===== src/rtl/instruction_sequencer_if.sv =====
// Program-load, control and issue signals between the sequencer and whatever
// drives it. The master modport loads and starts the program; the slave modport issues it.
interface instruction_sequencer_if #(
    parameter int AW = 4
);
    logic          prog_we;
    logic [AW-1:0] prog_addr;
    logic [17:0]   prog_wdata;
    logic          start;
    logic          stall;
    logic [8:0]    func_out;
    logic [7:0]    data_out;
    logic          issue_valid;
    logic          busy;
    logic          done;
    logic [AW-1:0] pc_out;

    modport master (
        output prog_we, prog_addr, prog_wdata, start, stall,
        input  func_out, data_out, issue_valid, busy, done, pc_out
    );

    modport slave (
        input  prog_we, prog_addr, prog_wdata, start, stall,
        output func_out, data_out, issue_valid, busy, done, pc_out
    );
endinterface


===== src/rtl/instruction_sequencer.sv =====
// Small loadable program store that issues one {imm8, func9} word per cycle
// to the 8-bit processor until it reaches a halt word or the last address.
module instruction_sequencer #(
    parameter int         DEPTH    = 16,
    parameter int         AW       = 4,
    parameter logic [8:0] NOP_FUNC = 9'h000
) (
    input logic                      clock,
    input logic                      resetn,
    instruction_sequencer_if.slave   bus
);

    typedef struct packed {
        logic       halt;
        logic [7:0] imm;
        logic [8:0] func;
    } word_t;

    typedef enum logic [1:0] {
        S_IDLE,
        S_RUN,
        S_DONE
    } state_e;

    word_t         mem [DEPTH];
    word_t         rd_word;
    logic [AW-1:0] rd_addr;

    state_e        state_q, state_d;
    logic [AW-1:0] pc_q, pc_d;
    logic          halt_q, halt_d;
    logic [8:0]    func_q, func_d;
    logic [7:0]    data_q, data_d;
    logic          valid_q, valid_d;
    logic          busy_q, busy_d;
    logic          done_q, done_d;

    // NOTE: the program store has no reset; that keeps it a plain RAM and lets a
    // program survive a reset pulse.
    always_ff @(posedge clock) begin
        if (bus.prog_we && !busy_q) begin
            mem[bus.prog_addr] <= word_t'(bus.prog_wdata);
        end
    end

    // Read address is the word wanted at the next edge; a write on that same edge
    // lands after this read, so a start alongside a write to 0 sees the old word.
    assign rd_addr = (state_q == S_RUN) ? pc_q + AW'(1) : '0;
    assign rd_word = mem[rd_addr];

    // NOTE: every *_d gets its hold value first so no path leaves it unassigned
    // and no latch is inferred.
    always_comb begin
        state_d = state_q;
        pc_d    = pc_q;
        halt_d  = halt_q;
        func_d  = func_q;
        data_d  = data_q;
        valid_d = valid_q;
        busy_d  = busy_q;
        done_d  = 1'b0;

        unique case (state_q)
            S_IDLE, S_DONE: begin
                if (bus.start) begin
                    state_d = S_RUN;
                    pc_d    = '0;
                    halt_d  = rd_word.halt;
                    func_d  = rd_word.func;
                    data_d  = rd_word.imm;
                    valid_d = 1'b1;
                    busy_d  = 1'b1;
                end
            end
            S_RUN: begin
                if (!bus.stall) begin
                    if (halt_q || pc_q == AW'(DEPTH - 1)) begin
                        state_d = S_DONE;
                        halt_d  = 1'b0;
                        func_d  = NOP_FUNC;
                        data_d  = '0;
                        valid_d = 1'b0;
                        busy_d  = 1'b0;
                        done_d  = 1'b1;
                    end else begin
                        pc_d   = pc_q + AW'(1);
                        halt_d = rd_word.halt;
                        func_d = rd_word.func;
                        data_d = rd_word.imm;
                    end
                end
            end
            default: state_d = S_IDLE;
        endcase
    end

    // NOTE: state registers use non-blocking assignments so every flop samples
    // the pre-edge values regardless of process ordering.
    always_ff @(posedge clock or negedge resetn) begin
        if (!resetn) begin
            state_q <= S_IDLE;
            pc_q    <= '0;
            halt_q  <= 1'b0;
            func_q  <= NOP_FUNC;
            data_q  <= '0;
            valid_q <= 1'b0;
            busy_q  <= 1'b0;
            done_q  <= 1'b0;
        end else begin
            state_q <= state_d;
            pc_q    <= pc_d;
            halt_q  <= halt_d;
            func_q  <= func_d;
            data_q  <= data_d;
            valid_q <= valid_d;
            busy_q  <= busy_d;
            done_q  <= done_d;
        end
    end

    assign bus.func_out    = func_q;
    assign bus.data_out    = data_q;
    assign bus.issue_valid = valid_q;
    assign bus.busy        = busy_q;
    assign bus.done        = done_q;
    assign bus.pc_out      = pc_q;

endmodule


===== src/flat_wrapper.sv =====
// flat-port wrapper written by rule: the top's interface ports become plain ports
module instruction_sequencer_flat 
#(
    parameter int         DEPTH    = 16,
    parameter int         AW       = 4,
    parameter logic [8:0] NOP_FUNC = 9'h000
)
  (clock, resetn, bus_prog_we, bus_prog_addr, bus_prog_wdata, bus_start, bus_stall, bus_func_out, bus_data_out, bus_issue_valid, bus_busy, bus_done, bus_pc_out);
  instruction_sequencer_if #(.AW(AW)) bus_i ();
  input logic clock;
  input logic resetn;
  input wire logic [$bits(bus_i.prog_we)-1:0] bus_prog_we;
  input wire logic [$bits(bus_i.prog_addr)-1:0] bus_prog_addr;
  input wire logic [$bits(bus_i.prog_wdata)-1:0] bus_prog_wdata;
  input wire logic [$bits(bus_i.start)-1:0] bus_start;
  input wire logic [$bits(bus_i.stall)-1:0] bus_stall;
  output wire logic [$bits(bus_i.func_out)-1:0] bus_func_out;
  output wire logic [$bits(bus_i.data_out)-1:0] bus_data_out;
  output wire logic [$bits(bus_i.issue_valid)-1:0] bus_issue_valid;
  output wire logic [$bits(bus_i.busy)-1:0] bus_busy;
  output wire logic [$bits(bus_i.done)-1:0] bus_done;
  output wire logic [$bits(bus_i.pc_out)-1:0] bus_pc_out;
  assign bus_i.prog_we = bus_prog_we;
  assign bus_i.prog_addr = bus_prog_addr;
  assign bus_i.prog_wdata = bus_prog_wdata;
  assign bus_i.start = bus_start;
  assign bus_i.stall = bus_stall;
  assign bus_func_out = bus_i.func_out;
  assign bus_data_out = bus_i.data_out;
  assign bus_issue_valid = bus_i.issue_valid;
  assign bus_busy = bus_i.busy;
  assign bus_done = bus_i.done;
  assign bus_pc_out = bus_i.pc_out;
  instruction_sequencer #(.DEPTH(DEPTH), .AW(AW), .NOP_FUNC(NOP_FUNC)) u_core (.clock(clock), .resetn(resetn), .bus(bus_i));
endmodule

===== config.mk =====
export PLATFORM = sky130hd
export DESIGN_NAME = instruction_sequencer_flat
export DESIGN_NICKNAME = d
export VERILOG_FILES = /design/src/rtl/instruction_sequencer_if.sv /design/src/rtl/instruction_sequencer.sv /design/src/flat_wrapper.sv
export SDC_FILE = /design/constraint.sdc
export NUM_CORES = 1
export LEC_CHECK = 0
export ABC_AREA = 1
export CELL_PAD_IN_SITES_DETAIL_PLACEMENT = 0
export CELL_PAD_IN_SITES_GLOBAL_PLACEMENT = 2
export CORE_UTILIZATION = 41
export CTS_BUF_LIST = sky130_fd_sc_hd__clkbuf_16
export CTS_CLUSTER_DIAMETER = 50
export CTS_CLUSTER_SIZE = 14
export DETAILED_ROUTE_END_ITERATION = 10
export GPL_TIMING_DRIVEN = 0
export HOLD_SLACK_MARGIN = 0.06
export PLACE_DENSITY = 0.87
export REMOVE_ABC_BUFFERS = 1
export SYNTH_ARGS = -nofsm -noshare
export SYNTH_HDL_FRONTEND = slang
export SYNTH_SLANG_ARGS = --single-unit

===== constraint.sdc =====
create_clock -name clock -period 2.34 [get_ports clock]
set_input_delay 0.234 -clock clock [delete_from_list [all_inputs] [get_ports clock]]
set_output_delay 0.234 -clock clock [all_outputs]
set_load 0.01 [all_outputs]

==> metrics.md <==
| Metric | Value |
|---|---|
| H-tree depth | 2 |
| Fin. max-slew vios | 0 |
| Worst Path Max Fanout | 24 |
| DRC | 0 |
| Core Area | ~30000 um2 |
| TritonCTS Buffers | 34 |
| Yosys warns | 0 |
| Hold Path Origin | bus_stall |
| Place WS | -772 ps |
| Syn avg cell area | 11.6 um2 |
| Final worst slack | approximately 110 ps |
| R2R Path Start | u_core.bus.pc_out[0] |
| Power per Cell Area | 1280 nW/um2 |
| Filler cells | 2675 |
| Final period util | between 90% and 100% |
| Overall Power | 0.0195 W |
| Reg2Reg Setup Slack | roughly 110 ps |
| Longest Clk Path Bufs | 3 |
| Iteration-0 DRC count of the detailed router | ~720 |
| Final Critical Period | about 2200 ps |
| Via count | around 8300 |
| Wirelength, routed | 34.4 mm |
| Worst Setup Path Type | flip-flop to flip-flop |
| Final #Nets | about 1200 |
| Yosys cell types | 26 |
| Gr busiest metal | met2 |
| VDD IR max | roughly 0.8 mV |
| Chip height | approximately 180 um |
| RR Endpoint | u_core.bus.func_out[4] |
| Root buf cell | clkbuf_16 |
| Final ANT Viol Nets | 0 |
| First-pass GRT wire length | 49.5 mm |
| Layout area overhead | 21.0% |
| Hold Crit Class | input pin to flip-flop |
| Sequential area share after synthesis | between 70% and 80% |
| Reg2Reg Depth | 8 |
| Global-route track usage on met3 | under 10% |
| End of the worst hold path | u_core.state_q[0] |
| Worst setup SP type | flip-flop |
| Cells after Synth | approximately 1100 |
| Final Hold Fails | 0 |
| Initial core utilization | between 40% and 50% |
| Hold WS | about 310 ps |
| Cell Area, Synth | between 10000 and 15000 um2 |
| Area of the multi-input gates | 3180 um2 |
| # IOs | 51 |
| Drt pass-1 iters | 7 |
| Worst path required time | 2780 ps |
| Post-DP HPWL | 15.9 mm |
| Storage element area | roughly 9300 um2 |
| Initial antenna violation count | 0 |
| Worst slew margin | 38.3% |
| Slew @ Worst Pin | 924 ps |
| Wire length per cell | around 22 um |
| Hold path depth | 3 |
| Gr usage total | between 20 and 25% |
| FP Rows | between 60 and 70 |
| Critical path capture point type | flip-flop |
| Yosys reg bits | approximately 310 |
| Clock latency on the worst-skew pair | 510 ps |
| Yosys top cell area share | 68.4% |
| Largest net degree at the start of global routing | 76 |
| Achievable Freq | about 450 MHz |
| Share of cells above drive strength 1 | between 10% and 20% |
| Synth top area cells | edfxtp_1, nand2_1, nand3_1, dfrtp_1, buf_2 |
| Leak Pwr | about 5.7 nW |
| GR met2 Demand/Resource | ~33% |
| CTS tree | built |
| Final setup violation count | 0 |
| Max_cap viols | 0 |
| Total gr overflow | 0 |
| Die width | around 180 um |
| RePlAce Congestion | about 0.73 |
| M1 GR Usage | 32.6% |
| Clock transition at the registers of the reported paths | approximately 60 ps |
| Status | finished, final reports clean |
| # port buffers | 50 |
| Final Skew | 11.6 ps |
| Arr. time, crit path | ~2700 ps |
| Vias in the first global route | 7722 |
| Area leader, netlist | edfxtp_1 |
| CTS sink cnt | around 310 |
| Die area | 31500 um2 |
| Via/cell ratio | 5.30 |
==> how the worst max path moves through the flow <==
stage,from,end,slack [ps]
after floorplan,u_core.bus.pc_out[0],u_core.bus.data_out[6],-2030
after global placement,u_core.bus.pc_out[0],u_core.bus.data_out[6],-5330
after detailed placement,u_core.bus.pc_out[0],u_core.bus.func_out[4],-770
after CTS,u_core.bus.pc_out[0],u_core.bus.func_out[2],-10
after global routing,u_core.bus.issue_valid,u_core.mem[10][9],-4
final,u_core.bus.pc_out[0],u_core.bus.func_out[4],110
==> routing by layer <==
metal / share of wire [%] / routed length, um / up-vias
met5: 0 / 0 / -
met4: 2.3 / 802 / 0
met3: 8.3 / 2850 / 64
met2: 45 / 15300 / 323
met1: 45 / 15500 / 4035
li1: - / - / 3917
==> synthesized netlist by cell type, drive strengths merged <==
library cell	count
a21oi	2
buf	40
clkbuf	16
clkinv	2
dfrtp	26
edfxtp	288
ha	1
inv	19
nand2	432
nand3	218
nand3b	2
nand4	2
nor2	33
o21ai	4
o21bai	2
or2	2
==> sequential cells by signal, indices dropped and copies added, names as in the netlist <==
register,count
u_core.bus.pc_out,4
u_core.mem,288
u_core.bus.data_out,8
u_core.bus.done,1
u_core.bus.issue_valid,1
u_core.halt_q,1
u_core.state_q,2
u_core.bus.func_out,9
==> placed cells by master (no fill, tap or decap), types with 2 or more instances in the layout <==
| cell type | instances |
|---|---|
| dfrtp_1 | 24 |
| inv_1 | 18 |
| buf_8 | 4 |
| buf_12 | 9 |
| buf_16 | 6 |
| o21bai_1 | 2 |
| o21ai_0 | 3 |
| bufinv_16 | 4 |
| nor2_2 | 9 |
| clkinvlp_4 | 4 |
| clkinv_4 | 4 |
| or2_2 | 2 |
| nand3b_1 | 2 |
| nand3_4 | 3 |
| dfrtp_2 | 2 |
| nor2_1 | 8 |
| inv_16 | 2 |
| inv_2 | 2 |
| buf_4 | 10 |
| nand3_1 | 216 |
| edfxtp_1 | 288 |
| clkbuf_16 | 38 |
| nand2_1 | 430 |
| clkdlybuf4s50_1 | 49 |
| inv_6 | 2 |
| nand4_1 | 2 |
| clkinv_1 | 5 |
| clkinv_2 | 4 |
| nor2_4 | 17 |
| a21oi_1 | 2 |
==> per-stage QoR <==
| stage | util, % | area (um2) | instances | TNS, ps |
|---|---|---|---|---|
| final | 51.1 | 15300 | 1573 | 0 |
| after global placement | 44.6 | 13400 | 1473 | -428630 |
| after CTS | 50.1 | 15000 | 1555 | -14.4 |
| after global routing | 51.1 | 15300 | 1572 | -3.63 |
| after detailed placement | 45.8 | 13700 | 1485 | -65100 |
| after floorplan | - | 12400 | 1033 | -35590 |
==> where the power goes <==
group          total (W)  switching (W)  internal, W
logic            0.00734        0.00496      0.00239
registers        0.00668       0.000247      0.00644
clock network    0.00552        0.00219      0.00332
total             0.0195        0.00740       0.0121
==> what timing repair did <==
action / CTS / global route
gates resized for setup: 17 / 7
cloned: 5 / 1
endpoints found under the setup margin: 20 / 169
pin swaps: 3 / 7
hold endpoints to repair: 26 / 0
hold buffers: 1 / 0
buffers inserted: 2 / 16
==> kinds of logic after synthesis <==
group,count (synthesis),synth area share (%)
simple gates,689,23.2
compound gates,8,0.356
flops,314,73.6
fa+ha+maj,1,0.0990
buf+inv,77,2.81
==> cell type report <==
cell class | count | share of cell area (%)
sequential | 314 | 60.8
multi-input combinational | 702 | 20.8
timing repair buffer | 82 | 6.68
clock buffer | 37 | 6.05
tap | 390 | 3.19
clock inverter | 25 | 1.60
inverter | 21 | 0.712
timing repair inverter | 1 | 0.131
antenna | 1 | 0.0164
==> critical path: stages, from the launching register on <==
cell,delay [ps]
dfrtp_2,540
ha_2,260
nand2_1,100
nand2_1,240
nor2_4,260
inv_4,190
nor2_4,360
nand3_1,140
nand3_1,80
(Power assumes the default switching activity.)
